## src/rtl/cache_pkg.sv

```systemverilog
// cache_pkg: shared widths, FSM state type and address field helpers for the cache
package cache_pkg;
  localparam int ADDR_W = 10;
  localparam int DATA_W = 32;
  localparam int INDEX_W = 2;
  localparam int OFFSET_W = 2;
  localparam int BYTE_W = 2;
  localparam int TAG_W = ADDR_W - INDEX_W - OFFSET_W - BYTE_W;
  localparam int BLOCK_W = 4 * DATA_W;
  localparam int BLK_ADDR_W = TAG_W + INDEX_W;
  localparam int LINES = 1 << INDEX_W;
  typedef enum logic [1:0] {COMPARE, WRITEBACK, ALLOCATE} state_t;
  function automatic logic [TAG_W-1:0] addr_tag(input logic [ADDR_W-1:0] a);
    return a[ADDR_W-1 -: TAG_W];
  endfunction
  function automatic logic [INDEX_W-1:0] addr_idx(input logic [ADDR_W-1:0] a);
    return a[BYTE_W+OFFSET_W +: INDEX_W];
  endfunction
  function automatic logic [OFFSET_W-1:0] addr_word(input logic [ADDR_W-1:0] a);
    return a[BYTE_W +: OFFSET_W];
  endfunction
endpackage

```

## src/rtl/cache_line_array.sv

```systemverilog
// cache_line_array: valid/dirty/tag/data storage; async read by rd_idx, sync word write (sets dirty), block fill (tag/valid, clears dirty), dirty clear
module cache_line_array
  import cache_pkg::*;
(
  input  logic                clock,
  input  logic                reset,
  input  logic [INDEX_W-1:0]  rd_idx,
  output logic                rd_valid,
  output logic                rd_dirty,
  output logic [TAG_W-1:0]    rd_tag,
  output logic [BLOCK_W-1:0]  rd_line,
  input  logic                wr_en,
  input  logic [INDEX_W-1:0]  wr_idx,
  input  logic [OFFSET_W-1:0] wr_word,
  input  logic [DATA_W-1:0]   wr_data,
  input  logic                fill_en,
  input  logic [INDEX_W-1:0]  fill_idx,
  input  logic [TAG_W-1:0]    fill_tag,
  input  logic [BLOCK_W-1:0]  fill_data,
  input  logic                clr_en,
  input  logic [INDEX_W-1:0]  clr_idx
);
  logic [LINES-1:0] valid_q, valid_d, dirty_q, dirty_d;
  logic [TAG_W-1:0] tag_q [LINES];
  logic [TAG_W-1:0] tag_d [LINES];
  logic [BLOCK_W-1:0] data_q [LINES];
  logic [BLOCK_W-1:0] data_d [LINES];
  assign rd_valid = valid_q[rd_idx];
  assign rd_dirty = dirty_q[rd_idx];
  assign rd_tag = tag_q[rd_idx];
  assign rd_line = data_q[rd_idx];
  always_comb begin
    valid_d = valid_q;
    dirty_d = dirty_q;
    tag_d = tag_q;
    data_d = data_q;
    if (wr_en) begin
      data_d[wr_idx][wr_word*DATA_W +: DATA_W] = wr_data;
      dirty_d[wr_idx] = 1'b1;
    end
    if (fill_en) begin
      data_d[fill_idx] = fill_data;
      tag_d[fill_idx] = fill_tag;
      valid_d[fill_idx] = 1'b1;
      dirty_d[fill_idx] = 1'b0;
    end
    if (clr_en) dirty_d[clr_idx] = 1'b0;
  end
  always_ff @(posedge clock) begin
    valid_q <= reset ? '0 : valid_d;
    dirty_q <= reset ? '0 : dirty_d;
    tag_q <= tag_d;
    data_q <= data_d;
  end
endmodule

```

## src/rtl/cache_controller.sv

```systemverilog
// cache_controller: direct-mapped write-back cache; CPU read/write/Address/Write_Data -> rData/hit, block port mem_read/mem_write/mem_block_addr/mem_wdata <- mem_rdata/mem_ready
module cache_controller
  import cache_pkg::*;
(
  input  logic                  clock,
  input  logic                  reset,
  input  logic                  read,
  input  logic                  write,
  input  logic [ADDR_W-1:0]     Address,
  input  logic [DATA_W-1:0]     Write_Data,
  output logic [DATA_W-1:0]     rData,
  output logic                  hit,
  output logic                  mem_read,
  output logic                  mem_write,
  output logic [BLK_ADDR_W-1:0] mem_block_addr,
  output logic [BLOCK_W-1:0]    mem_wdata,
  input  logic [BLOCK_W-1:0]    mem_rdata,
  input  logic                  mem_ready
);
  state_t state_q, state_d;
  logic [INDEX_W-1:0] idx_q, idx_d, idx, rd_idx;
  logic [BLK_ADDR_W-1:0] victim_q, victim_d, req_q, req_d;
  logic [TAG_W-1:0] tag, rd_tag;
  logic rd_valid, rd_dirty, req;
  logic [BLOCK_W-1:0] rd_line;
  assign idx = addr_idx(Address);
  assign tag = addr_tag(Address);
  assign rd_idx = state_q == COMPARE ? idx : idx_q;
  cache_line_array u_array (
    .clock     (clock),
    .reset     (reset),
    .rd_idx    (rd_idx),
    .rd_valid  (rd_valid),
    .rd_dirty  (rd_dirty),
    .rd_tag    (rd_tag),
    .rd_line   (rd_line),
    .wr_en     (hit & write),
    .wr_idx    (idx),
    .wr_word   (addr_word(Address)),
    .wr_data   (Write_Data),
    .fill_en   (mem_read & mem_ready),
    .fill_idx  (idx_q),
    .fill_tag  (req_q[INDEX_W +: TAG_W]),
    .fill_data (mem_rdata),
    .clr_en    (mem_write & mem_ready),
    .clr_idx   (idx_q)
  );
  always_comb begin
    req = read | write;
    hit = state_q == COMPARE && req && rd_valid && rd_tag == tag;
    rData = hit && read ? rd_line[addr_word(Address)*DATA_W +: DATA_W] : '0;
    mem_write = state_q == WRITEBACK;
    mem_read = state_q == ALLOCATE;
    mem_block_addr = mem_write ? victim_q : mem_read ? req_q : '0;
    mem_wdata = mem_write ? rd_line : '0;
    state_d = state_q;
    idx_d = idx_q;
    victim_d = victim_q;
    req_d = req_q;
    if (state_q == COMPARE && req && !hit) begin
      idx_d = idx;
      victim_d = {rd_tag, idx};
      req_d = {tag, idx};
      state_d = rd_valid && rd_dirty ? WRITEBACK : ALLOCATE;
    end
    if (mem_write && mem_ready) state_d = ALLOCATE;
    if (mem_read && mem_ready) state_d = COMPARE;
  end
  always_ff @(posedge clock) begin
    state_q <= reset ? COMPARE : state_d;
    idx_q <= idx_d;
    victim_q <= victim_d;
    req_q <= req_d;
  end
endmodule

```

## config.mk

```make
export PLATFORM = sky130hd
export DESIGN_NAME = cache_controller
export DESIGN_NICKNAME = d
export VERILOG_FILES = /design/src/rtl/cache_pkg.sv /design/src/rtl/cache_line_array.sv /design/src/rtl/cache_controller.sv
export SDC_FILE = /design/constraint.sdc
export NUM_CORES = 2
export LEC_CHECK = 0
export CAP_MARGIN = 20
export CORE_ASPECT_RATIO = 1.75
export CORE_MARGIN = 10
export CORE_UTILIZATION = 45
export CTS_BUF_LIST = sky130_fd_sc_hd__clkbuf_4 sky130_fd_sc_hd__clkbuf_8 sky130_fd_sc_hd__clkbuf_16
export CTS_CLUSTER_SIZE = 30
export DETAILED_ROUTE_END_ITERATION = 12
export GPL_TIMING_DRIVEN = 0
export HOLD_SLACK_MARGIN = 0.06
export PLACE_DENSITY = 0.76
export REMOVE_ABC_BUFFERS = 1
export SETUP_SLACK_MARGIN = 0.05
export SYNTH_ARGS = -nofsm -noshare
export SYNTH_HDL_FRONTEND = slang
export SYNTH_SLANG_ARGS = --single-unit
```

## constraint.sdc

```tcl
create_clock -name clock -period 4.1 [get_ports clock]
set_clock_uncertainty 0.05 [all_clocks]
set_input_delay 0.82 -clock clock [delete_from_list [all_inputs] [get_ports clock]]
set_output_delay 0.82 -clock clock [all_outputs]
set_load 0.005 [all_outputs]
```

**Word-level counts from Yosys, hierarchy flattened**

Index checks and enable logic that the tools add are counted.

- Register bits: 552
- Latch bits: 0
- RAM bits: 0
- Bits in read-only memories: 0
- Bits of input ports: 175
- Memories: 0

- Add/sub/neg operators: 1
- Multiply operators: 0
- Div/mod/pow operators: 0
- Order comparisons: 10
- Equality and inequality tests: 3
- Shift-type cells: 3
- Mux-type cells: 36
- Bitwise gates (word level): 12
- Reduce and logical (&&, ||, !) cells: 17

Operators with widths:

| cell | count |
|---|---|
| $bwmux W512 | 2 |
| $mux W512 | 2 |
| $mux W128 | 5 |
| $demux W128 S2 | 2 |
| $bmux W128 S2 | 1 |
| $shift A32 B34 Y128 const A | 1 |
| $shiftx A128 B8 Y32 | 1 |
| $shiftx A32 B34 Y128 | 1 |
| $neg A7 Y34 | 1 |
| $mux W32 | 1 |
| $mux W4 | 6 |
| $bwmux W16 | 1 |
| $logic_and A1 B1 Y1 | 12 |
| $mux W6 | 2 |
| $ge A3 B3 Y1 const B | 3 |
| $lt A2 B3 Y1 const B | 3 |
| $not A2 Y3 | 3 |
| $and A4 B4 Y4 | 2 |
| $bmux W4 S2 | 1 |
| $demux W4 S2 | 1 |
| $mux W2 | 4 |
| $or A4 B4 Y4 | 2 |
| $lt A3 B1 Y1 const B | 2 |
| $bmux W1 S2 | 2 |
| other kinds (14) | 21 |

**Logic depth before layout (Yosys ltp)**

- Word-level depth: 14
- Mapped depth: 13
- Depth with buffers taken out: 7

**Cells and area by module**

Synthesis repeated with hierarchy kept, for this count alone.

- Cells, all modules: 3055
- Area total of the unflattened synthesis: 28763.8 um2

By module, submodules not included:

| module | instances | cells each | area each (um2) | sequential area each (um2) |
|---|---|---|---|---|
| cache_line_array | 1 | 2786 | 26122.6 | 10890.4 |
| cache_controller | 1 | 269 | 2641.3 | 340.3 |

**Least setup slack after synthesis**

OpenSTA, ideal clock, no wires.

- Path kind: input to output
- Start point: input port Address[4]
- End point: output port rData[0]
- Arrival time: 3.277 ns
- Slack: -0.047 ns
- Stages on the path: 9
- Path through: buf_2 -> or3b_1 -> nand2_1 -> buf_2 -> buf_2 -> buf_2 -> mux4_2 -> mux4_2 -> nor2b_1

- Longest elaborated chain between the ends: 9

Ends and longest elaborated chain:

| what | RTL line | text |
|---|---|---|
| start, declared | cache_controller.sv:9 | `input logic [ADDR_W-1:0] Address,` |
| $mux W2 (*) | cache_controller.sv:28 | `assign rd_idx = state_q == COMPARE ? idx : idx_q;` |
| parallel branches: the longest is 7 deep, another holds $bmux W128 S2 | -- |  |
| $mux W32 (*) | cache_controller.sv:51 | `rData = hit && read ? rd_line[addr_word(Address)*DATA_W +: DATA_W] : '0;` |
| end, declared | cache_controller.sv:11 | `output logic [DATA_W-1:0] rData,` |

Every way passes the cells marked *. The select of a mux whose other input is x is not followed.

**Final worst setup path**

- Start point: register state_q[1]
- End point: output port rData[31]

- Longest elaborated chain between the ends: 10

Ends and longest elaborated chain:

| what | RTL line | text |
|---|---|---|
| start, declared | cache_controller.sv:20 | `state_t state_q, state_d;` |
| start signal, assigned | cache_controller.sv:70 | `state_q <= reset ? COMPARE : state_d;` |
| $logic_not A2 Y1 (*) | cache_controller.sv:28, cache_controller.sv:50 |  |
| parallel branches: the longest is 8 deep, another holds $bmux W128 S2 | -- |  |
| $mux W32 (*) | cache_controller.sv:51 |  |

Marked as above.

==> metrics.cfg <==
[power_and_ir_drop]
static-leakage-power_nw = 15.3
power.share.clock_pct = 17.1
report.power.total_mw = 30.9
p_int_mw = 18.9
p_per_area_nw_per_um2 = 765
power.combinational.fraction_pct = 51.8
worst_ir_drop_vdd_uv = 388
p_sw_mw = 12.0
portion_of_total_power_attributed_to_sequential_cells_pct = 31.1
power.share.switching_pct = 38.9

[final_layout]
drive_above_1_share_pct = 17.8
instances_no_fill = 4880
fillers = 5393
area.growth.synth_to_final_pct = 31.9
num-nets-final = 4101
final_cell_area_sq_um = 40400
fin_util_pct = 59.8

[run_status]
violated_checks = negative setup slack
run_status = finished, violations left

[critical_path]
kind_of_end_point_of_the_critical_path = output pin
critical_path.most_common_cell = sky130_fd_sc_hd__clkbuf_16
regToRegEndpoint = u_array.data_q[100]
startpoint_type = flip-flop
timing.critical_path.fanout_max = 7
start_to_end_type_of_the_worst_setup_path = reg -> out
timing.reg2reg.worst_path_depth = 15
critical_path_cell_sequence = buf_6, buf_4, or3b_4, nand3_1, and2_1, a2111oi_4, nor3_4, clkbuf_16, nand3_4, buf_12, clkbuf_16, nor2b_1, buf_2
critical_path_cell_with_the_highest_stage_delay = sky130_fd_sc_hd__or3b_4
max_stage_delay_ps = 430
worst-r2r-setup-slack_ps = -10
crit_arrival_ps = 3490
critical_path_required_ps = 3230
regToRegStartpoint = state_q[0]

[hold_path]
hp-start = u_array.data_q[189]
min_delay_path_depth = 2
hold_class = reg -> reg
hold_end = u_array.data_q[189]

[sta]
max_clock_freq_mhz = 229
finalMaxSlewViolations = 0
worst_slew_margin_rel_pct = 33.7
hold_ws_ps = 437
tightest_slew_ps = 994
timing.final.hold_violations = 0
finalWorstPathRequiredPeriod_ps = 4360
timing.final.ws_setup_ps = -260
rsz0062_at_grt = yes
finalCritPeriodShare_pct = 106
setup_viol = 35

[synthesis]
post_synth_inst_count = 3688
ys_ff_latch = 548
netlist.area_leader.share_pct = 34.1
synth_area_per_cell_sq_um = 8.30
synth-edff-count = 26
synth.top_cells.by_area = sky130_fd_sc_hd__dfxtp_1 34%, sky130_fd_sc_hd__mux4_2 12%, sky130_fd_sc_hd__a31oi_1 11%
synth_largest_area_cell = sky130_fd_sc_hd__dfxtp_1
seq_total_area_yosys_pct = 36.7
synth_cell_types = 53
dominantRegCellSynth = sky130_fd_sc_hd__dfxtp_1
postSynth.asyncResetShare_pct = 0
post_synth_instance_area_sq_um = 30600
synth.yosys.warnings = 0

[placement]
dpl.cell_count = 4578
placed_cell_area_sq_um = 35900
port-buffer-count = 341
detailed_place_hpwl_um = 84600
gp_congestion = 0.850

[clocking]
total_cts_buffers = 53
cts_tree = done
clock-sinks = 548
clk_transition_reported_paths_ps = 70
cts_max_level = 2
clk_lat_worst_skew_ps = 620
cts_root_buf = sky130_fd_sc_hd__clkbuf_16
ctsLongestPathBuffers = 3

[global_route]
grt_max_degree = 102
grt_remaining_overflow = 0
grt_pass1_wl_um = 207000
globalRouteTotalUtil_pct = 33.3
antenna_violations_before_repair = 36
via_count_of_the_first_global_routing_pass = 32400

[detailed_routing]
drt-total-wl_um = 144000
drt_first_iter_violations = 6479
drt-wirelength-per-cell_um = 29.4
drt.antenna.violating_nets = 0
first_pass_iters = 8
post-route-drc-count = 0
vias_per_cell = 7.22
dr_total_vias = 35200

[die]
core_area_sq_um = 67500
die_h_um = 365
die-width_um = 217
pin_count = 344
die_area_sq_um = 79300
rows = 126
effective_utilization_at_floorplan_pct = 45.4

[flow_run]
cap_violations = 0

-- worst max-delay path: cells and delay by family, from the launching register on --
kind	cells	cell delay [ps]
AOI/OAI and AO/OA	1	130
buffers and inverters	6	970
and+or+nand+nor	6	1380
DFF	1	380
-- how the worst max path moves through the flow --
stage,cells past startpoint,end,start
detailed placement,11,rData[1],Address[5]
global placement,9,rData[28],Address[4]
global route,12,rData[17],state_q[1]
floorplan,7,rData[0],Address[4]
finish,13,rData[31],state_q[1]
CTS,9,rData[1],state_q[0]
-- synth_stat cells (all sizes together) (5+ instances only) --
cell type and number:
nor2 544, o21ai 528, dfxtp 522, a31oi 514, nand4 513, clkbuf 364, and2 229, mux4 160
buf 97, and3 35, nor2b 34, nand3 31, edfxtp 26, nand2 14, inv 9, a21oi 8
nor3 6, a211oi 5, ha 5
-- flip-flops by register name, summed over array words and instances (netlist names) --
register         cells
idx_q                1
req_q                4
state_q              2
u_array.data_q     512
u_array.dirty_q      4
u_array.tag_q       16
u_array.valid_q      4
victim_q             5
-- metrics by stage --
stage          setup slack (ps)  TNS [ps]
6_report                   -260     -5340
5_1_grt                    -278     -6320
4_1_cts                    -205     -3040
3_5_place_dp              -3670  -1345840
3_3_place_gp             -40870         -
2_1_floorplan            -23230         -
-- per-layer routing --
| layer | vias to the layer above | routed length [um] | track usage [%] |
|---|---|---|---|
| li1 | 14500 | - | - |
| met1 | 16400 | 48900 | 40.4 |
| met2 | 3436 | 62200 | 49.8 |
| met3 | 862 | 20700 | 10.3 |
| met4 | 42 | 11600 | 23.2 |
| met5 | - | 253 | 0 |
-- logic make-up after synthesis --
kind of cell | after synthesis | synth area share, %
AND/OR/NAND/NOR | 1426 | 24.6
AO/OA/AOI/OAI | 1076 | 20.0
buffers and inverters | 471 | 6.64
flip-flops | 548 | 36.7
multiplexers | 162 | 11.8
adder cells (fa/ha/maj) | 5 | 0.204
-- area by class of cell --
type	count	area [sq um]	area share, %
Sequential cell	548	11200	27.8
Antenna cell	22	55.1	0.136
Timing Repair Buffer	630	7880	19.5
Clock inverter	21	243	0.601
Clock buffer	75	1570	3.88
Tap cell	896	1120	2.78
Multi-Input combinational cell	2678	18200	45.1
Inverter	10	65.1	0.161
-- layout by cell type (no fill, tap or decap), types with 35 or more instances in the layout --
cell type,synthesis,final
sky130_fd_sc_hd__dlygate4sd2_1,0,38
sky130_fd_sc_hd__and3_1,35,35
sky130_fd_sc_hd__mux4_2,160,160
sky130_fd_sc_hd__clkdlybuf4s50_1,0,219
sky130_fd_sc_hd__buf_8,0,39
sky130_fd_sc_hd__a31oi_1,514,514
sky130_fd_sc_hd__buf_6,12,72
sky130_fd_sc_hd__nor2_1,544,530
sky130_fd_sc_hd__nand4_1,513,513
sky130_fd_sc_hd__o21ai_0,496,475
sky130_fd_sc_hd__and2_1,229,212
sky130_fd_sc_hd__dfxtp_1,522,520
sky130_fd_sc_hd__clkbuf_16,0,55
sky130_fd_sc_hd__o21ai_1,31,48
sky130_fd_sc_hd__buf_4,32,86
sky130_fd_sc_hd__dlymetal6s2s_1,0,45
sky130_fd_sc_hd__buf_16,0,72
-- power by group through the flow --
stage | combinational, mW | sequential (mW) | clock, mW
floorplan | 7.21 | 9.08 | 0
CTS | 14.5 | 9.43 | 5.22
global route | 16.6 | 9.78 | 5.41
detailed placement | 12.4 | 9.55 | 0
global placement | 8.90 | 9.43 | 0
finish | 16.0 | 9.61 | 5.27
-- timing repair --
item,in CTS,in global routing
hold buffers,0,0
pin swaps,21,25
endpoints found under the setup margin,690,354
buffers inserted,125,43
gates cloned,21,2
resized for setup,272,212
Power figures use the tool's default switching activity.
